<file path="config.mk">
export PLATFORM = sky130hd
export DESIGN_NAME = alu_wb_collector
export DESIGN_NICKNAME = d
export VERILOG_FILES = /design/src/rtl/alu_wb_collector.sv
export SDC_FILE = /design/constraint.sdc
export NUM_CORES = 1
export LEC_CHECK = 0
export CAP_MARGIN = 0
export CORE_MARGIN = 3
export CORE_UTILIZATION = 53
export CTS_CLUSTER_DIAMETER = 60
export DETAILED_ROUTE_END_ITERATION = 16
export MAX_ROUTING_LAYER = met4
export PLACE_DENSITY = 0.86
export SLEW_MARGIN = 10
export SYNTH_ARGS = -nofsm -noshare
export SYNTH_HDL_FRONTEND = slang
export SYNTH_SLANG_ARGS = --single-unit
</file>
<file path="constraint.sdc">
create_clock -name clk -period 5 [get_ports clk]
set_input_delay 0.5 -clock clk [delete_from_list [all_inputs] [get_ports clk]]
set_output_delay 0.5 -clock clk [all_outputs]
set_load 0.01 [all_outputs]
</file>
<file path="src/rtl/alu_wb_collector.sv">
// Purpose: buffers lane ALU results in a show-ahead FIFO, drains them to the VRF write port, counts one instruction's writes.
// Latency: 1 cycle from ALU push to vrf_wen_o; done_o 1 cycle after the last counted VRF handshake.
// Backpressure: vrf_ready_i stalls the drain; alu_stall_o rises ALU_LAT entries early; a push into a full FIFO without a pop is dropped (ovf_o).
module alu_wb_collector #(
    parameter int DEPTH   = 8,
    parameter int ALU_LAT = 4,
    parameter int VRF_AW  = 9,
    parameter int VL_W    = 11
) (
    input  logic                     clk,
    input  logic                     rstn,
    input  logic                     start_i,
    input  logic [VL_W-1:0]          vl_i,
    input  logic                     flush_i,
    input  logic                     alu_vld_i,
    input  logic [31:0]              alu_result_i,
    input  logic [VRF_AW-1:0]        alu_waddr_i,
    input  logic [3:0]               alu_bwe_i,
    output logic                     alu_stall_o,
    output logic                     vrf_wen_o,
    output logic [VRF_AW-1:0]        vrf_waddr_o,
    output logic [31:0]              vrf_wdata_o,
    output logic [3:0]               vrf_bwe_o,
    input  logic                     vrf_ready_i,
    output logic [$clog2(DEPTH):0]   count_o,
    output logic                     busy_o,
    output logic                     done_o,
    output logic                     ovf_o
);

    localparam int AW = $clog2(DEPTH);
    localparam int CW = AW + 1;
    localparam logic [CW-1:0] FULL_CNT  = CW'(DEPTH);
    localparam logic [CW-1:0] STALL_CNT = CW'(DEPTH - ALU_LAT);

    typedef struct packed {
        logic [VRF_AW-1:0] waddr;
        logic [31:0]       wdata;
        logic [3:0]        bwe;
    } wb_entry_t;

    typedef enum logic {IDLE, ACTIVE} state_t;

    wb_entry_t          mem [DEPTH];
    wb_entry_t          head;
    logic [AW-1:0]      wr_ptr;
    logic [AW-1:0]      rd_ptr;
    logic [CW-1:0]      count;
    logic [VL_W-1:0]    remaining;
    state_t             state;
    logic               push;
    logic               pop;
    logic               full;
    logic               push_ok;

    assign push    = alu_vld_i;
    assign pop     = vrf_wen_o & vrf_ready_i;
    assign full    = (count == FULL_CNT);
    // A pop in the same cycle frees the head slot, so a full FIFO can still accept.
    assign push_ok = push & (~full | pop);

    assign head        = mem[rd_ptr];
    assign vrf_wen_o   = (count != '0);
    // Data outputs are gated so an empty FIFO (and reset) presents zeros, not stale RAM.
    assign vrf_waddr_o = vrf_wen_o ? head.waddr : '0;
    assign vrf_wdata_o = vrf_wen_o ? head.wdata : '0;
    assign vrf_bwe_o   = vrf_wen_o ? head.bwe   : '0;
    assign count_o     = count;
    assign alu_stall_o = (count >= STALL_CNT);
    assign busy_o      = (state == ACTIVE);

    // Entry storage: written at the tail on every accepted push, no reset needed.
    always_ff @(posedge clk) begin
        if (push_ok && !flush_i) begin
            mem[wr_ptr] <= '{waddr: alu_waddr_i, wdata: alu_result_i, bwe: alu_bwe_i};
        end
    end

    // FIFO pointers, occupancy and sticky overflow flag; flush wins over push/pop.
    always_ff @(posedge clk or negedge rstn) begin
        if (!rstn) begin
            wr_ptr <= '0;
            rd_ptr <= '0;
            count  <= '0;
            ovf_o  <= 1'b0;
        end else if (flush_i) begin
            wr_ptr <= '0;
            rd_ptr <= '0;
            count  <= '0;
            ovf_o  <= 1'b0;
        end else begin
            if (push_ok) begin
                wr_ptr <= wr_ptr + AW'(1);
            end
            if (pop) begin
                rd_ptr <= rd_ptr + AW'(1);
            end
            if (push_ok && !pop) begin
                count <= count + CW'(1);
            end else if (!push_ok && pop) begin
                count <= count - CW'(1);
            end
            if (push && !push_ok) begin
                ovf_o <= 1'b1;
            end
        end
    end

    // Instruction tracker: counts accepted VRF writes down from vl and pulses done after the last.
    always_ff @(posedge clk or negedge rstn) begin
        if (!rstn) begin
            state     <= IDLE;
            remaining <= '0;
            done_o    <= 1'b0;
        end else if (flush_i) begin
            state     <= IDLE;
            remaining <= '0;
            done_o    <= 1'b0;
        end else begin
            done_o <= 1'b0;
            case (state)
                IDLE: begin
                    if (start_i) begin
                        if (vl_i != '0) begin
                            state     <= ACTIVE;
                            remaining <= vl_i;
                        end else begin
                            done_o <= 1'b1;
                        end
                    end
                end
                ACTIVE: begin
                    if (pop) begin
                        remaining <= remaining - VL_W'(1);
                        if (remaining == VL_W'(1)) begin
                            state  <= IDLE;
                            done_o <= 1'b1;
                        end
                    end
                end
                default: state <= IDLE;
            endcase
        end
    end

endmodule
</file>
==> results.sh <==
export IMPL_slew_violations=0
export IMPL_ys_seq_area_share_pct=74.7
export IMPL_drc=0
export IMPL_fp_row_count=61
export IMPL_cts_resized=0
export IMPL_r2r_end="mem[2][37]"
export IMPL_dpl_cell_count=1233
export IMPL_place_hpwl_um=17200
export IMPL_routabilityCongestion=0.855
export IMPL_cts_root_buf="clkbuf_16"
export IMPL_yosys_warnings=0
export IMPL_drtAntennaViolNets=0
export IMPL_max_slew_margin_pct=34.8
export IMPL_holdBufCountCts=0
export IMPL_slowest_delay_ps=740
export IMPL_synth_top_family_by_area="multiplexers"
export IMPL_yosys_area_share_adder_pct=0.622
export IMPL_internal_power_uw=6490
export IMPL_die_h_um=176
export IMPL_crit_path_end_kind="primary output"
export IMPL_start_kind="flip-flop"
export IMPL_htreeDepth=2
export IMPL_skew_ps=7.81
export IMPL_clk_pin_slew_ps=60
export IMPL_cp_arrival_ps=3260
export IMPL_setup_slack_ps=1240
export IMPL_r2r_cells=5
export IMPL_yosys_register_bits=384
export IMPL_dpl_cell_area_um2=17000
export IMPL_synth_edf_count=360
export IMPL_synth_avg_cell_area_um2=20.1
export IMPL_final_nets=964
export IMPL_clkPwrFrac_pct=31.0
export IMPL_power_density_nw_per_um2=490
export IMPL_first_pass_iters=5
export IMPL_num_vias=7793
export IMPL_vdd_drop_max_mv=0.329
export IMPL_ios=116
export IMPL_crit_type="reg -> out"
export IMPL_clk_path_buf_depth=3
export IMPL_postSynth_asyncResetShare_pct=6.25
export IMPL_ys_flop_type="edfxtp_1"
export IMPL_yosys_area_share_simple_pct=4.05
export IMPL_crit_fanout=32
export IMPL_dr_wl_met3_um=2060
export IMPL_rsz0062_at_grt="no"
export IMPL_clock_latency_ps=520
export IMPL_yosys_area_share_xor_xnor_pct=0.287
export IMPL_viasPerCell=5.99
export IMPL_fin_cells=1302
export IMPL_wl_met2_um=16200
export IMPL_dieArea_um2=30900
export IMPL_power_leakage_uw=0.00571
export IMPL_muxShareOfSynthArea_pct=16.3
export IMPL_syn_inst=761
export IMPL_drive_gt1_share_pct=20.3
export IMPL_gr_total_overflow=0
export IMPL_wl_met1_um=12500
export IMPL_worst_pin_slew_ps=978
export IMPL_status="complete, no violations"
export IMPL_initial_utilization_pct=54.4
export IMPL_synth_distinct_cells=62
export IMPL_post_cts_buffers=0
export IMPL_timing_fmax_ghz=0.266
export IMPL_fin_crit_ps=3760
export IMPL_grt_pass1_wl_um=49400
export IMPL_setup_viol_count_final=0
export IMPL_cts_sinks=384
export IMPL_core_area_um2=28100
export IMPL_dpl_worst_slack_ps=1640
export IMPL_fin_util_pct=64.7
export IMPL_antenna_found_initial=2
export IMPL_combPwrFrac_pct=26.2
export IMPL_grt_usage_pct=21.6
export IMPL_final_hold_violation_count=0
export IMPL_cts_tree="built"
export IMPL_synth_compound_area_share_pct=2.69
export IMPL_swShare_pct=27.1
export IMPL_hold_path_class="in -> async"
export IMPL_highest_layer="met4"
export IMPL_cp_required_ps=4500
export IMPL_r2r_start="count_o[0]"
export IMPL_wl_um=31400
export IMPL_cp_cell_sequence="or3_1 -> nor2_4 -> buf_4 -> nor2_1 -> clkdlybuf4s50_1"
export IMPL_fp_dieW_um=176
export IMPL_grt_max_degree=53
export IMPL_grt_pass1_vias=8231
export IMPL_slowest_stage="nor2_4"
export IMPL_r2r_setup_slack_ps=2130
export IMPL_net_switching_power_uw=2410
export IMPL_drt_iter0_markers=763
export IMPL_syn_area_um2=15300
export IMPL_synthToLayoutAreaGrowth_pct=18.9
export IMPL_finalCritPeriodShare_pct=75.1
export IMPL_wl_per_cell_um=24.1
export IMPL_final_cell_area_um2=18200
export IMPL_drv_cap=0
export IMPL_power_frac_seq_pct=42.8
export IMPL_cts_buffers=38
export IMPL_portBuffers=115
export IMPL_synth_nets=830
export IMPL_tns_ps=0
cell usage after synthesis (all sizes together), types with 4 or more instances:
cell / n / area [um^2]
a211o: 4 / 38.8
a21oi: 12 / 63.8
buf: 23 / 115
clkbuf: 15 / 56.3
dfrtp: 24 / 601
edfxtp: 360 / 10800
ha: 6 / 75.1
inv: 10 / 37.5
mux2i: 46 / 460
mux4: 90 / 2030
nand2: 16 / 60.1
nand3: 6 / 30.0
nand4: 4 / 25.0
nor2: 64 / 243
nor2b: 5 / 31.3
nor3: 5 / 25.0
o21ai: 5 / 25.0
o31ai: 4 / 43.8
or3: 5 / 31.3
or4: 6 / 48.8
state kept, by name, indices dropped and copies added (netlist names):
signal,flops
rd_ptr,3
remaining,11
ovf_o,1
done_o,1
busy_o,1
wr_ptr,3
count_o,4
mem,360
placed cells by master (no fill, tap or decap), types with 5 or more instances in the layout:
cell type / instances
nor2_4: 7
clkbuf_1: 7
clkinv_1: 6
nand3_1: 6
buf_4: 15
nor2_1: 57
clkbuf_16: 38
clkinv_2: 7
inv_1: 9
mux2i_1: 46
or3_1: 5
or4_1: 5
nand2_1: 16
mux4_2: 90
dfrtp_1: 21
edfxtp_1: 360
a21oi_1: 11
ha_1: 6
nor2b_1: 5
clkdlybuf4s50_1: 115
worst max-delay path by stage:
stage,from,endpoint,slack [ps],cells past startpoint
final,count_o[1],vrf_waddr_o[1],1240,5
after global routing,count_o[1],vrf_waddr_o[1],1040,5
after CTS,count_o[1],vrf_waddr_o[1],1150,5
after detailed placement,vrf_ready_i,mem[2][13],1640,6
after global placement,vrf_ready_i,mem[2][13],1710,6
after floorplan,count_o[0],mem[0][0],100,6
power groups by stage:
| stage | clock network, uW | logic, uW | registers [uW] |
|---|---|---|---|
| 2_1_floorplan | 0 | 1490 | 3750 |
| 3_3_place_gp | 0 | 2310 | 3860 |
| 3_5_place_dp | 0 | 2350 | 3880 |
| 4_1_cts | 2800 | 2380 | 3810 |
| 5_1_grt | 2930 | 2520 | 3830 |
| 6_report | 2760 | 2330 | 3810 |
kinds of logic after synthesis:
group / count (synthesis)
DFF: 384
AOI/OAI and AO/OA: 51
and+or+nand+nor: 129
xor gates and xnor gates: 5
buffers and inverters: 49
muxes: 136
adders and majority gates: 7
through the flow:
step | power (uW) | hold slack [ps]
after floorplan | 5240 | 204
after global placement | 6180 | 492
after detailed placement | 6220 | 516
after CTS | 8990 | 353
after global routing | 9280 | 388
final | 8910 | 353
area by class of cell:
class | instances | area, um^2
multi-input cells | 328 | 3710
fillers | 1870 | 9920
flip-flops and latches | 384 | 11400
well taps | 378 | 473
clock inverters | 22 | 231
inverters | 11 | 41.3
diodes | 2 | 5.00
clock buffers | 45 | 977
repair buffers | 132 | 1300
worst max-delay path: cells and delay by family (launching register included):
family                 cells  cell delay (ps)
buffers and inverters      2              910
and+or+nand+nor            3             1340
DFF                        1              470
per-layer routing:
metal  global-route usage (%)  up-vias
li1                         -     3388
met1                     28.9     4018
met2                     35.3      328
met3                     3.55       59
met4                     5.41        0
met5                        -        -
(Power assumes the default switching activity.)
